[src/rtl/interlock_timer_pkg.sv]
// Shared constants, state type, 7-seg table and milestone decode for the
// interlock elapsed-seconds timer.
package interlock_pkg;

  // One-hot milestone codes consumed by the interlock FSMs
  localparam logic [2:0] CNT_FIVE  = 3'b001;
  localparam logic [2:0] CNT_SEVEN = 3'b010;
  localparam logic [2:0] CNT_EIGHT = 3'b100;
  localparam logic [2:0] CNT_NONE  = 3'b000;

  typedef enum logic [1:0] {
    IDLE,
    RUN,
    SAT
  } timer_state_t;

  // Active-low 7-segment patterns (gfedcba) for digits 0..F
  localparam logic [6:0] SEG7_TABLE [16] = '{
    7'b1000000, 7'b1111001, 7'b0100100, 7'b0110000,
    7'b0011001, 7'b0010010, 7'b0000010, 7'b1111000,
    7'b0000000, 7'b0010000, 7'b0001000, 7'b0000011,
    7'b1000110, 7'b0100001, 7'b0000110, 7'b0001110
  };

  // Milestone is a level: only exactly 5, 7 or 8 seconds produce a code
  function automatic logic [2:0] sec_to_cnt(input logic [3:0] s);
    logic [2:0] c;
    c = CNT_NONE;
    case (s)
      4'd5:    c = CNT_FIVE;
      4'd7:    c = CNT_SEVEN;
      4'd8:    c = CNT_EIGHT;
      default: c = CNT_NONE;
    endcase
    return c;
  endfunction

endpackage

[src/rtl/interlock_timer_if.sv]
// Timer <-> interlock FSM signal bundle. The FSM (master) issues restart
// requests; the timer (slave) reports milestones and status.
interface interlock_timer_if;
  logic       rstCounter;
  logic [2:0] counterVal;
  logic [3:0] seconds;
  logic       tick;
  logic       running;
  logic [6:0] hex;

  modport master (
    output rstCounter,
    input  counterVal, seconds, tick, running, hex
  );

  modport slave (
    input  rstCounter,
    output counterVal, seconds, tick, running, hex
  );
endinterface

[src/rtl/interlock_timer_prescaler.sv]
// Divides the board clock into one-second ticks. tick is combinational and
// marks the terminal-count cycle while enabled and not being cleared.
module tick_prescaler #(
  parameter int unsigned TICKS_PER_SEC = 50_000_000
) (
  input  logic clock,
  input  logic rst,
  input  logic clr,
  input  logic en,
  output logic tick
);
  localparam int unsigned CW = (TICKS_PER_SEC > 1) ? $clog2(TICKS_PER_SEC) : 1;
  localparam logic [CW-1:0] TERM = CW'(TICKS_PER_SEC - 1);

  logic [CW-1:0] cnt_q;
  logic [CW-1:0] cnt_d;
  logic          term;

  // Next count: clear wins, otherwise wrap at terminal count while enabled
  always_comb begin
    term  = (cnt_q == TERM);
    cnt_d = cnt_q;
    if (clr) begin
      cnt_d = '0;
    end else if (en) begin
      cnt_d = term ? '0 : cnt_q + 1'b1;
    end
  end

  assign tick = en && !clr && term;

  // Prescaler counter register
  always_ff @(posedge clock) begin
    if (rst) begin
      cnt_q <= '0;
    end else begin
      cnt_q <= cnt_d;
    end
  end
endmodule

[src/rtl/interlock_timer.sv]
// Elapsed-seconds timer for the interlock FSMs. Restarted by rstCounter,
// counts seconds up to MAX_SEC and reports 5/7/8 s milestones one-hot.
// Optional 7-seg output enabled by defining INTERLOCK_TIMER_HEX_EN.
module interlock_timer
  import interlock_pkg::*;
#(
  parameter int unsigned TICKS_PER_SEC = 50_000_000,
  parameter int unsigned MAX_SEC       = 15
) (
  input  logic               clock,
  input  logic               rst,
  interlock_timer_if.slave   bus
);
  localparam logic [3:0] MAX_S = 4'(MAX_SEC);

  timer_state_t state_q;
  logic [3:0]   seconds_q;
  logic [3:0]   seconds_d;
  logic [2:0]   cnt_val_q;
  logic         tick_q;
  logic         running_q;
  logic         pre_tick;

  tick_prescaler #(
    .TICKS_PER_SEC(TICKS_PER_SEC)
  ) u_prescaler (
    .clock (clock),
    .rst   (rst),
    .clr   (bus.rstCounter),
    .en    (state_q == RUN),
    .tick  (pre_tick)
  );

  // Candidate seconds value for the increment edge
  always_comb begin
    seconds_d = seconds_q + 4'd1;
  end

  // Timer FSM; milestone code is decoded from the next seconds value so it
  // changes on the same edge as seconds
  always_ff @(posedge clock) begin
    if (rst) begin
      state_q   <= IDLE;
      seconds_q <= '0;
      cnt_val_q <= CNT_NONE;
      tick_q    <= 1'b0;
      running_q <= 1'b0;
    end else if (bus.rstCounter) begin
      state_q   <= RUN;
      seconds_q <= '0;
      cnt_val_q <= CNT_NONE;
      tick_q    <= 1'b0;
      running_q <= 1'b1;
    end else begin
      tick_q <= pre_tick;
      if (pre_tick) begin
        seconds_q <= seconds_d;
        cnt_val_q <= sec_to_cnt(seconds_d);
        if (seconds_d == MAX_S) begin
          state_q   <= SAT;
          running_q <= 1'b0;
        end
      end
    end
  end

`ifdef INTERLOCK_TIMER_HEX_EN
  logic [6:0] hex_q;

  // 7-seg display register tracking seconds on the same edge
  always_ff @(posedge clock) begin
    if (rst) begin
      hex_q <= SEG7_TABLE[0];
    end else if (bus.rstCounter) begin
      hex_q <= SEG7_TABLE[0];
    end else if (pre_tick) begin
      hex_q <= SEG7_TABLE[seconds_d];
    end
  end

  assign bus.hex = hex_q;
`else
  assign bus.hex = '1;
`endif

  assign bus.counterVal = cnt_val_q;
  assign bus.seconds    = seconds_q;
  assign bus.tick       = tick_q;
  assign bus.running    = running_q;
endmodule
[src/flat_wrapper.sv]
// flat-port wrapper written by rule: the top's interface ports become plain ports
module interlock_timer_flat import interlock_pkg::*;
#(
  parameter int unsigned TICKS_PER_SEC = 50_000_000,
  parameter int unsigned MAX_SEC       = 15
)
  (clock, rst, bus_rstCounter, bus_counterVal, bus_seconds, bus_tick, bus_running, bus_hex);
  interlock_timer_if bus_i ();
  input  logic clock;
  input  logic rst;
  input wire logic [$bits(bus_i.rstCounter)-1:0] bus_rstCounter;
  output wire logic [$bits(bus_i.counterVal)-1:0] bus_counterVal;
  output wire logic [$bits(bus_i.seconds)-1:0] bus_seconds;
  output wire logic [$bits(bus_i.tick)-1:0] bus_tick;
  output wire logic [$bits(bus_i.running)-1:0] bus_running;
  output wire logic [$bits(bus_i.hex)-1:0] bus_hex;
  assign bus_i.rstCounter = bus_rstCounter;
  assign bus_counterVal = bus_i.counterVal;
  assign bus_seconds = bus_i.seconds;
  assign bus_tick = bus_i.tick;
  assign bus_running = bus_i.running;
  assign bus_hex = bus_i.hex;
  interlock_timer #(.TICKS_PER_SEC(TICKS_PER_SEC), .MAX_SEC(MAX_SEC)) u_core (.clock(clock), .rst(rst), .bus(bus_i));
endmodule
[config.mk]
export PLATFORM = sky130hd
export DESIGN_NAME = interlock_timer_flat
export DESIGN_NICKNAME = d
export VERILOG_FILES = /design/src/rtl/interlock_timer_pkg.sv /design/src/rtl/interlock_timer_if.sv /design/src/rtl/interlock_timer_prescaler.sv /design/src/rtl/interlock_timer.sv /design/src/flat_wrapper.sv
export SDC_FILE = /design/constraint.sdc
export NUM_CORES = 1
export LEC_CHECK = 0
export BUFFER_PORTS_ARGS = -buffer_cell sky130_fd_sc_hd__buf_2
export CAP_MARGIN = 10
export CORE_ASPECT_RATIO = 1.75
export CORE_MARGIN = 3
export CORE_UTILIZATION = 51
export DETAILED_ROUTE_END_ITERATION = 8
export HOLD_SLACK_MARGIN = 0.06
export PLACE_DENSITY = 0.7
export RECOVER_POWER = 25
export REMOVE_ABC_BUFFERS = 1
export SLEW_MARGIN = 40
export SYNTH_ARGS = -nofsm -noshare
export SYNTH_HDL_FRONTEND = slang
export SYNTH_SLANG_ARGS = --single-unit
[constraint.sdc]
create_clock -name clock -period 2.45 [get_ports clock]
set_input_delay 0.1225 -clock clock [delete_from_list [all_inputs] [get_ports clock]]
set_output_delay 0.1225 -clock clock [all_outputs]
set_load 0.02 [all_outputs]
==> results_dict.tcl <==
set metrics [dict create \
    grt_overflow 0 \
    clock_sinks 36 \
    core_area_um2 3209 \
    drv_slew 0 \
    min_from "bus_rstCounter" \
    setup_viol 0 \
    synthCells 203 \
    p_clk_frac 0.415 \
    switching_power_uw 223.9 \
    cts_buffers 5 \
    combPwrFrac 0.036 \
    end_kind "flip-flop" \
    clkSlewWorstSetupHoldPaths_ns 0.07 \
    synth-edff-count 0 \
    period_share 0.9311 \
    die_area_um2 4171 \
    ant_nets 0 \
    vdd_drop_max_uv 496.7 \
    relSlewSlack 0.6517 \
    min_path_type "in -> reg" \
    synth_area_um2 1738 \
    synth-seq-cells 36 \
    first_global_vias 1432 \
    vias 1443 \
    power_switching_share 0.2089 \
    root_buffer "clkbuf_8" \
    p_int_uw 848.1 \
    hold_viol_final 0 \
    clk_path_buf_depth 2 \
    clock_latency_ns 0.28 \
    p_per_area_nw_per_um2 551.7 \
    syn2layout_area_growth_pct 11.81 \
    worst_slew_pin_slew_ns 0.5185 \
    layout_min_cycle_time_ns 2.281 \
    ys_types 37 \
    setup-tns-final_ns 0 \
    ys.flop_type "dfxtp_1" \
    yosysWarnings 0 \
    final_cell_area_um2 1943 \
    grt_use_total 0.1835 \
    start_util 0.5415 \
    timing.final.ws_setup_ns 0.1689 \
    whs_ns 0.08782 \
    cts_tree "done" \
    routed_wl_um 3432 \
    dpl_cell_area_um2 1852 \
    synth_top_area_frac 0.4147 \
    nets 231 \
    gp_congestion 0.8115 \
    grt_max_degree 15 \
    h-tree-depth 2 \
    dr.pass1.iters 4 \
    die_y_um 83.22 \
    yosysSeqAreaShare 0.4147 \
    avgSynthCellArea_um2 8.561 \
    synthTopCellsByArea "dfxtp_1 (41%), xor2_1 (7.1%), nor2_1 (5.6%), xnor2_1 (3.5%), nand3_1 (3.5%)" \
    grt_pass1_wl_um 6009 \
    core.rowCount 27 \
    rsz0062_at_grt "false" \
    finalPower_mw 1.072 \
    async_reset_ff_frac 0 \
    synth_most_common_cell "dfxtp_1" \
    crit_type "reg -> reg" \
    pre_cts_slack_ns 0.05883 \
    outcome "complete, no violations" \
    finalNonFillerCells 267 \
    dpl.hpwl_um 2660 \
    n_fill_cell 307 \
    insertedDiodeCount 0 \
    cp_data_required_time_ns 2.67 \
    fmax_mhz 438.4 \
    fin_skew_ns 0.007107 \
    arrival_ns 2.50 \
    io_buffers 11 \
    synth_top_area_cell "dfxtp_1" \
    dieWidth_um 50.13 \
    fin_util 0.6055 \
    yosys-top-cells-count "dfxtp_1 (36), nor2_1 (26), nand2_1 (16)" \
    drt-initial-drc-count 29 \
    post-cts-setup-buffer-count 0 \
    final_layout_size_suffix_gt1_frac 0.09375 \
    grt_antenna_before_repair 0 \
    post-route-drc-count 0 \
    p_leak_nw 0.6851 \
    seqPwrFrac 0.549 \
    worst-path-max-fanout 11 \
    startpoint_type "flip-flop" \
    wl_per_cell_um 12.85 \
    ios 19 \
    r2r-start "u_core.u_prescaler.cnt_q[0]" \
    post_drt_via_cell_ratio 5.404 \
    dpl.cell_count 259 \
    max_cap_violations 0 \
    crit_start "u_core.u_prescaler.cnt_q[0]" \
]
[power by group through the flow]
stage               Clock, mW  Sequential [mW]  Combinational (mW)
finish                  0.445            0.589              0.0384
global route            0.487            0.589              0.0424
detailed placement          0            0.602              0.0366
floorplan                   0            0.604              0.0226
global placement            0            0.602              0.0363
CTS                     0.457            0.589              0.0380
[per-layer routing]
layer  vias up  track usage  wire length [um]
li1        734            -                 -
met1       681       0.1828              1342
met2        20       0.3429              1925
met3         8      0.03770                94
met4         0      0.08564                69
met5         -            0                 0
[cells by family (layout without fill, tap and decap cells)]
kind of cell / after synthesis / in the layout / share of synthesized area
compound gates: 25 / 25 / 0.08999
flops: 36 / 36 / 0.4147
other cells: 1 / 7 / 0.002158
simple gates: 97 / 97 / 0.2916
fa+ha+maj: 4 / 4 / 0.02880
mux: 2 / 2 / 0.01152
buf+inv: 17 / 32 / 0.05544
xor+xnor: 21 / 21 / 0.1058
[final timing paths]
check / cells past startpoint / end / slack, ns
worst max-delay path: 6 / u_core.bus.counterVal[1] / 0.17
worst min register to register: 2 / u_core.bus.counterVal[0] / 0.46
worst min-delay path: 3 / u_core.state_q[0] / 0.09
worst max register to register: 6 / u_core.bus.counterVal[1] / 0.17
[worst max-delay path, cell delays in order, from the launching register on]
cell and delay, ns:
dfxtp_1 0.39, ha_1 0.18, nand3b_1 0.09, or4_4 0.53, or4_4 0.50, or3_1 0.40, a21oi_1 0.14
[placed cells by master, fill, tap and decap left out, drive strengths merged, types with 3 or more instances in the layout]
cell / synthesis / routed
or2: 3 / 3
nor4: 4 / 4
nor3: 6 / 6
or3: 7 / 7
clkbuf: 2 / 18
o21a: 3 / 3
inv: 5 / 5
dfxtp: 36 / 36
conb: 1 / 7
nand2: 16 / 16
buf: 10 / 8
nor2: 26 / 26
o21ai: 5 / 5
nand3: 12 / 12
xnor2: 7 / 7
xor2: 14 / 14
ha: 4 / 4
nand4: 9 / 9
a21oi: 10 / 10
[area by class of cell]
cell class / instances / area [um^2] / area share
clock buffers: 7 / 96.34 / 0.04958
well taps: 43 / 53.80 / 0.02769
multi-input cells: 156 / 947.2 / 0.4874
repair buffers: 20 / 106.4 / 0.05473
flip-flops and latches: 36 / 720.7 / 0.3709
inverters: 5 / 18.77 / 0.009659
[state kept, by name (all words and copies together), names as in the netlist]
| signal | count |
|---|---|
| u_core.u_prescaler.cnt_q | 26 |
| u_core.bus.seconds | 4 |
| u_core.bus.counterVal | 3 |
| u_core.state_q | 2 |
| u_core.bus.tick | 1 |
[timing repair]
item	in CTS	in global routing
hold endpoints to repair	1	0
endpoints found under the setup margin	0	7
hold buffers	1	0
gates resized for setup	0	1
No activity file was read; power rests on OpenSTA's default activity.
